`config.mk`:
```
export PLATFORM = sky130hd
export DESIGN_NAME = alu_arbiter
export DESIGN_NICKNAME = d
export VERILOG_FILES = /design/src/rtl/alu_arbiter.sv
export SDC_FILE = /design/constraint.sdc
export NUM_CORES = 1
export LEC_CHECK = 0
export CAP_MARGIN = 20
export CORE_MARGIN = 3
export CORE_UTILIZATION = 41
export DETAILED_ROUTE_END_ITERATION = 10
export GPL_ROUTABILITY_DRIVEN = 0
export PLACE_DENSITY = 0.81
export SETUP_SLACK_MARGIN = 0.3
export SYNTH_ARGS = -nofsm -noshare
export SYNTH_HDL_FRONTEND = slang
export SYNTH_SLANG_ARGS = --single-unit
```
`constraint.sdc`:
```
create_clock -name input_CLK -period 2.65 [get_ports input_CLK]
set_input_delay 0.6625 -clock input_CLK [delete_from_list [all_inputs] [get_ports input_CLK]]
set_output_delay 0.6625 -clock input_CLK [all_outputs]
set_load 0.005 [all_outputs]
```
`src/rtl/alu_arbiter.sv`:
```
// Round-robin arbiter/sequencer sharing one combinational ALU between two requesters.
// Each accepted request runs IDLE -> EXEC -> DONE, giving one op per three cycles at most.
module alu_arbiter #(
    parameter int WIDTH    = 16,
    parameter int OP_WIDTH = 4,
    parameter int MAX_OP   = 4
) (
    input  logic                input_CLK,
    input  logic                input_Reset_n,
    input  logic                input_Req0,
    input  logic                input_Req1,
    input  logic [WIDTH-1:0]    input_A0,
    input  logic [WIDTH-1:0]    input_B0,
    input  logic [WIDTH-1:0]    input_A1,
    input  logic [WIDTH-1:0]    input_B1,
    input  logic [OP_WIDTH-1:0] input_Op0,
    input  logic [OP_WIDTH-1:0] input_Op1,
    output logic                output_Gnt0,
    output logic                output_Gnt1,
    output logic                output_Done0,
    output logic                output_Done1,
    output logic [WIDTH-1:0]    output_Result,
    output logic                output_Zero,
    output logic                output_Negative,
    output logic                output_Error,
    output logic                output_Busy,
    output logic [WIDTH-1:0]    output_ALU_A,
    output logic [WIDTH-1:0]    output_ALU_B,
    output logic [OP_WIDTH-1:0] output_ALU_Op,
    input  logic [WIDTH-1:0]    input_ALU_Result,
    input  logic                input_ALU_Zero,
    input  logic                input_ALU_Negative
);

    localparam logic [1:0] S_IDLE = 2'd0;
    localparam logic [1:0] S_EXEC = 2'd1;
    localparam logic [1:0] S_DONE = 2'd2;

    localparam logic [OP_WIDTH-1:0] MAX_OP_L = OP_WIDTH'(MAX_OP);

    logic [1:0]          state_q, state_d;
    logic                ptr_q, ptr_d;
    logic                win_q, win_d;
    logic                err_q, err_d;
    logic [WIDTH-1:0]    alu_a_q, alu_a_d;
    logic [WIDTH-1:0]    alu_b_q, alu_b_d;
    logic [OP_WIDTH-1:0] alu_op_q, alu_op_d;
    logic                gnt0_q, gnt0_d, gnt1_q, gnt1_d;
    logic                done0_q, done0_d, done1_q, done1_d;
    logic [WIDTH-1:0]    result_q, result_d;
    logic                zero_q, zero_d, neg_q, neg_d, error_q, error_d;

    // Requester 1 wins when it is alone, or when both ask and the pointer names it.
    logic                sel1;
    logic [OP_WIDTH-1:0] op_sel;

    assign sel1   = input_Req1 & (~input_Req0 | ptr_q);
    assign op_sel = sel1 ? input_Op1 : input_Op0;

    always_comb begin
        state_d  = state_q;
        ptr_d    = ptr_q;
        win_d    = win_q;
        err_d    = err_q;
        alu_a_d  = alu_a_q;
        alu_b_d  = alu_b_q;
        alu_op_d = alu_op_q;
        gnt0_d   = 1'b0;
        gnt1_d   = 1'b0;
        done0_d  = 1'b0;
        done1_d  = 1'b0;
        result_d = result_q;
        zero_d   = zero_q;
        neg_d    = neg_q;
        error_d  = error_q;
        case (state_q)
            S_IDLE: begin
                if (input_Req0 || input_Req1) begin
                    win_d   = sel1;
                    ptr_d   = ~sel1;
                    alu_a_d = sel1 ? input_A1 : input_A0;
                    alu_b_d = sel1 ? input_B1 : input_B0;
                    if (op_sel > MAX_OP_L) begin
                        alu_op_d = '0;
                        err_d    = 1'b1;
                    end else begin
                        alu_op_d = op_sel;
                        err_d    = 1'b0;
                    end
                    gnt0_d  = ~sel1;
                    gnt1_d  = sel1;
                    state_d = S_EXEC;
                end
            end
            S_EXEC: begin
                // An illegal opcode still runs as an add; its outcome is masked here.
                if (err_q) begin
                    result_d = '0;
                    zero_d   = 1'b0;
                    neg_d    = 1'b0;
                    error_d  = 1'b1;
                end else begin
                    result_d = input_ALU_Result;
                    zero_d   = input_ALU_Zero;
                    neg_d    = input_ALU_Negative;
                    error_d  = 1'b0;
                end
                done0_d = ~win_q;
                done1_d = win_q;
                state_d = S_DONE;
            end
            S_DONE:  state_d = S_IDLE;
            default: state_d = S_IDLE;
        endcase
    end

    always_ff @(posedge input_CLK or negedge input_Reset_n) begin
        if (!input_Reset_n) begin
            state_q  <= S_IDLE;
            ptr_q    <= 1'b0;
            win_q    <= 1'b0;
            err_q    <= 1'b0;
            alu_a_q  <= '0;
            alu_b_q  <= '0;
            alu_op_q <= '0;
            gnt0_q   <= 1'b0;
            gnt1_q   <= 1'b0;
            done0_q  <= 1'b0;
            done1_q  <= 1'b0;
            result_q <= '0;
            zero_q   <= 1'b0;
            neg_q    <= 1'b0;
            error_q  <= 1'b0;
        end else begin
            state_q  <= state_d;
            ptr_q    <= ptr_d;
            win_q    <= win_d;
            err_q    <= err_d;
            alu_a_q  <= alu_a_d;
            alu_b_q  <= alu_b_d;
            alu_op_q <= alu_op_d;
            gnt0_q   <= gnt0_d;
            gnt1_q   <= gnt1_d;
            done0_q  <= done0_d;
            done1_q  <= done1_d;
            result_q <= result_d;
            zero_q   <= zero_d;
            neg_q    <= neg_d;
            error_q  <= error_d;
        end
    end

    assign output_Gnt0     = gnt0_q;
    assign output_Gnt1     = gnt1_q;
    assign output_Done0    = done0_q;
    assign output_Done1    = done1_q;
    assign output_Result   = result_q;
    assign output_Zero     = zero_q;
    assign output_Negative = neg_q;
    assign output_Error    = error_q;
    assign output_Busy     = (state_q != S_IDLE);
    assign output_ALU_A    = alu_a_q;
    assign output_ALU_B    = alu_b_q;
    assign output_ALU_Op   = alu_op_q;

endmodule

```
==> impl_metrics.yaml, run 1 <==
outcome:
  outcome: "finished clean"
timing:
  timing.final.crit_period_ns: 2.19
  hold_violations: 0
  max_freq_mhz: 457
  setup-tns-final_ns: 0
  post-route-period-util_pct: 82.5
  setup_viol: 0
  grt_setup_unrepaired: "no"
  relSlewSlack_pct: 47.8
  maxSlewViolCount: 0
  skew_ns: 0.00431
  worst_pin_slew_ns: 0.784
  setup_ws_ns: 0.463
  fin_hold_ws_ns: 0.352
worst_setup_path:
  crit_arrival_ns: 1.52
  crit_chain: "nor2_2, inv_2, clkdlybuf4s50_1"
  cp.required_ns: 1.99
  rr_startpoint: "state_q[0]"
  setup.worst_path.start_class: "register"
  critical_path.slowest_cell: "clkdlybuf4s50_1"
  reg2reg_to: "output_ALU_Op[2]"
  reg2reg_slack_ns: 1.08
  crit_fanout: 5
  critPathTopFamily: "buffers and inverters"
  end_kind: "primary output"
  reg2reg_depth: 5
  worst-path-buf-inv: 2
  cp_slowest_stage_delay_ns: 0.47
  critPathKind: "reg2out"
layout:
  drive_gt1_share_pct: 8.84
  antenna_cells: 0
  instances_no_fill: 507
  nNetsFinal: 519
  area_delta_synth_final_pct: 68.2
  n_fill_cell: 526
  final_area_um2: 4580
die:
  initial_core_util_pct: 42.6
  pin_count: 154
  die_w_um: 87.5
  core-area_um2: 6390
  num_rows: 29
  dieArea_um2: 7650
  die_h_um: 87.5
cts:
  cts-root-buf: "clkbuf_8"
  clock_path_buffers: 2
  clk_pin_slew_ns: 0.07
  clk_latency_ns: 0.33
  cts_tree: "yes"
  cts_made_buffers: 9
  htree_levels: 3
  post_cts_buffers: 0
  cts_hold_buffers: 0
  cts.sinks: 64
  cts-resized-gates: 0
power:
  leakage_nw: 2.03
  power.density_nw_per_um2: 1080
  ir_worst_vdd_uv: 647
synthesis:
  synth_cell_types: 31
  avgSynthCellArea_um2: 10.2
  synth_nets: 362
  synth_area_leaders: "dfrtp_1, nand2_1, a22oi_1"
  syn-cell-area_um2: 2720
  synth-seq-cells: 64
  yosysTopAreaCellShare_pct: 58.8
  syn_inst: 268
  synth_seq_area_share_pct: 58.8
  ys_warn_count: 0
  synth_largest_area_cell: "dfrtp_1"
route:
  wl_per_cell_um: 15.0
  first_pass_iters: 4
  drt-initial-drc-count: 98
  vias: 2502
  drc_errors: 0
  ant_nets: 0
  routed_wl_mm: 7.61
  via_per_inst: 4.93
hold_path:
  hp-class: "in2async"
place:
  placed_area_um2: 4350
  dp_cells: 491
  dp.final_hpwl_mm: 5.82
  port_buffers: 153
  dp_slack_ns: 0.388
grt:
  grt_overflow: 0
  grt_pass1_wl_mm: 12.0
  grt_pass1_vias: 2523
  grt_max_degree: 39
  antenna_found_initial: 0
  track_usage_pct: 20.2
flow_run:
  drv_cap: 0
-- state kept, by name, indices dropped and copies added, names as in the netlist, 2 cells and up --
register,flops
output_ALU_A,16
output_ALU_B,16
output_ALU_Op,4
output_Result,16
state_q,2
-- metal layers --
metal | vias up | GRT usage (%) | part of all wire, %
li1 | 1221 | - | -
met1 | 1170 | 24.6 | 40
met2 | 98 | 33.6 | 51
met3 | 13 | 5.30 | 7.5
met4 | 0 | 8.93 | 1.6
met5 | - | 0 | 0
-- cell usage after synthesis --
cell / count
nor2_1: 6
buf_4: 3
nand2b_4: 1
o221a_4: 1
a211o_1: 1
mux2_2: 1
a21oi_1: 1
nand3_1: 1
a211oi_1: 2
o21ai_2: 1
a22oi_1: 32
nor3_1: 1
o21ai_0: 19
buf_2: 3
nor2_2: 1
or2_2: 1
nor3_4: 1
clkbuf_1: 9
and4_4: 1
dfrtp_1: 64
inv_1: 2
a2111oi_2: 2
a21o_1: 1
o211ai_1: 1
nand2b_1: 19
mux2i_1: 2
a211oi_4: 1
and2b_2: 1
nand2_1: 84
and2_1: 2
inv_2: 3
-- report_power, final --
group	internal (W)	switching, W
combinational	0.00133	0.000933
clock	0.000608	0.000352
sequential	0.00145	0.000288
-- cell usage in the layout, fill, tap and decap left out, types with 2 or more instances in the layout --
cell type / count
inv_2: 3
a211oi_1: 2
inv_1: 2
clkbuf_8: 12
o21ai_0: 19
nand2b_1: 19
clkdlybuf4s50_1: 152
a2111oi_2: 2
buf_4: 7
clkbuf_1: 2
bufinv_16: 2
nor2_1: 6
dfrtp_1: 64
mux2i_1: 2
a22oi_1: 32
nand2_1: 84
and2_1: 2
-- kinds of logic (layout without fill, tap and decap cells) --
group           count (synthesis)  count (layout)  share of synthesized area (%)
simple gates                  119             119                           19.9
flops                          64              64                           58.8
compound gates                 62              62                           16.8
buf+inv                        20             182                           3.31
mux                             3               3                           1.15
-- worst register-to-register path, cell delays in order (launching register included) --
cell	delay [ns]
dfrtp_1	0.39
nor2_2	0.22
inv_2	0.12
a211oi_1	0.38
o221a_4	0.28
nor3_1	0.06
-- per-stage QoR --
step           power [W]  utilization, %
2_1_floorplan    0.00273               -
3_3_place_gp     0.00397            68.1
3_5_place_dp     0.00405            68.1
4_1_cts          0.00503            71.7
5_1_grt          0.00532            71.7
6_report         0.00496            71.7
-- worst max-delay path by stage --
| stage | start | end | cells after the start |
|---|---|---|---|
| 2_1_floorplan | input_Op1[0] | err_q | 3 |
| 3_3_place_gp | input_Req0 | err_q | 5 |
| 3_5_place_dp | input_Req0 | output_ALU_Op[1] | 5 |
| 4_1_cts | state_q[0] | output_Busy | 3 |
| 5_1_grt | state_q[0] | output_Busy | 3 |
| 6_report | state_q[0] | output_Busy | 3 |
-- layout make-up --
| type | count | area, µm² | share of cell area [%] |
|---|---|---|---|
| Sequential cell | 64 | 1600 | 35.0 |
| Timing Repair Buffer | 161 | 1600 | 34.9 |
| Multi-Input combinational cell | 184 | 1030 | 22.5 |
| Clock buffer | 14 | 173 | 3.77 |
| Tap cell | 77 | 96.3 | 2.10 |
| Clock inverter | 2 | 60.1 | 1.31 |
| Inverter | 5 | 18.8 | 0.410 |
Power figures use the tool's default switching activity.
==> run 2: changes to the inputs <==
CORE_UTILIZATION = 38   (was 41)
PLACE_DENSITY = 0.76   (was 0.81)
clock period = 2.1 ns   (was 2.65 ns; I/O delays follow)
==> impl_metrics.yaml, run 2 (synthesis gave the netlist of run 1 again) <==
timing:
  maxSlewViolCount: 0
  hold_violations: 0
  grt_setup_unrepaired: "no"
  setup_viol: 0
  timing.final.crit_period_ns: 1.74
  setup_ws_ns: 0.360
  post-route-period-util_pct: 82.8
  worst_pin_slew_ns: 0.492
  relSlewSlack_pct: 67.2
  skew_ns: 0.0130
  setup-tns-final_ns: 0
  max_freq_mhz: 575
route:
  drt-initial-drc-count: 104
  routed_wl_mm: 7.70
  wl_per_cell_um: 14.6
  ant_nets: 0
  first_pass_iters: 5
  via_per_inst: 4.71
  drc_errors: 0
  vias: 2493
layout:
  n_fill_cell: 564
  final_core_util_pct: 67.7
  instances_no_fill: 529
  nNetsFinal: 522
  multiInputGateArea_um2: 1040
  antenna_cells: 0
  area_delta_synth_final_pct: 70.7
  drive_gt1_share_pct: 9.70
  seq_area_um2: 1600
  final_cell_mix: "clkdlybuf4s50_1, nand2_1, dfrtp_1, a22oi_1"
  layout_commonest_cell: "clkdlybuf4s50_1"
die:
  core-area_um2: 6870
  die_h_um: 90.6
  pin_count: 154
  initial_core_util_pct: 39.6
  die_w_um: 90.6
  dieArea_um2: 8220
  num_rows: 30
grt:
  grt_pass1_vias: 2573
  grt_overflow: 0
  track_usage_pct: 19.2
  antenna_found_initial: 0
  grt_pass1_wl_mm: 12.6
  grt_max_degree: 49
worst_setup_path:
  crit_chain: "clkdlybuf4s50_1"
  critPathTopFamily: "buffers and inverters"
  critical_path.slowest_cell: "clkdlybuf4s50_1"
  cp.required_ns: 1.57
  cp_slowest_stage_delay_ns: 0.51
  crit_arrival_ns: 1.21
  worst-path-buf-inv: 1
  setup.worst_path.start_class: "register"
  critPathKind: "reg2out"
  end_kind: "primary output"
  crit_fanout: 2
cts:
  clk_latency_ns: 0.33
  cts_made_buffers: 9
  clock_path_buffers: 2
  htree_levels: 3
  cts_hold_buffers: 0
  cts_tree: "yes"
  clk_pin_slew_ns: 0.07
  cts.sinks: 64
  cts-root-buf: "clkbuf_8"
power:
  power.density_nw_per_um2: 1350
  leakage_nw: 2.07
  finalPower_w: 0.00628
  ir_worst_vdd_uv: 596
place:
  dp_cells: 510
  dp.final_hpwl_mm: 5.80
  dp_slack_ns: -0.0296
  port_buffers: 153
hold_path:
  hp-class: "in2async"
outcome:
  outcome: "finished clean"
flow_run:
  drv_cap: 0
==> run 2: changes by cell type in the layout (fill, tap and decap cells not counted) <==
cell and change:
buf_12 +2, buf_4 +1, bufinv_16 -1, clkbuf_1 -1
clkbuf_8 +1, clkdlybuf4s50_1 -3, clkinv_2 +1, dlygate4sd2_1 +1
dlymetal6s2s_1 +2, inv_2 -1, inv_4 +1, nor2_2 -1
nor2_4 +1
==> run 2: final timing paths <==
check	start	endpoint	slack, ns	cells after the start
hold reg to reg	win_q	output_Done0	0.45	1
max in group asynchronous	input_Reset_n	state_q[1]	1.38	2
setup / recovery	output_ALU_Op[2]	output_ALU_Op[2]	0.36	1
hold / removal	input_Reset_n	output_Result[2]	0.11	1
setup reg to reg	state_q[0]	output_ALU_Op[0]	0.52	6
min in group input_CLK	win_q	output_Done0	0.45	1
==> run 2: where the power goes <==
group	internal [W]	switching (W)
registers	0.00183	0.000354
logic	0.00176	0.00123
clock network	0.000677	0.000437
total	0.00427	0.00202
==> run 2: repair_timing <==
action,CTS,global route
setup endpoints to repair,1,5
pin swaps,1,1
hold endpoints to repair,0,0
gates cloned,0,0
resized for setup,3,2
setup buffers,1,2
==> run 2: per-layer routing <==
metal	global-route usage [%]	share of wire [%]
met4	7.02	1.0
met5	0	0
met1	23.3	42
met2	32.2	50
met3	5.58	7.2
==> run 2: final cells by class <==
type | instances | area share (%)
Multi-Input combinational cell | 184 | 22.3
Sequential cell | 64 | 34.5
Tap cell | 96 | 2.58
Timing Repair Buffer | 164 | 35.5
Clock inverter | 2 | 0.754
Clock buffer | 14 | 3.93
Inverter | 5 | 0.458
==> run 2: per-stage QoR <==
stage               area, µm²  hold slack [ns]
floorplan                2720            0.229
detailed placement       4400            0.452
global route             4650            0.114
CTS                      4630            0.101
finish                   4650            0.115
global placement         4400            0.433
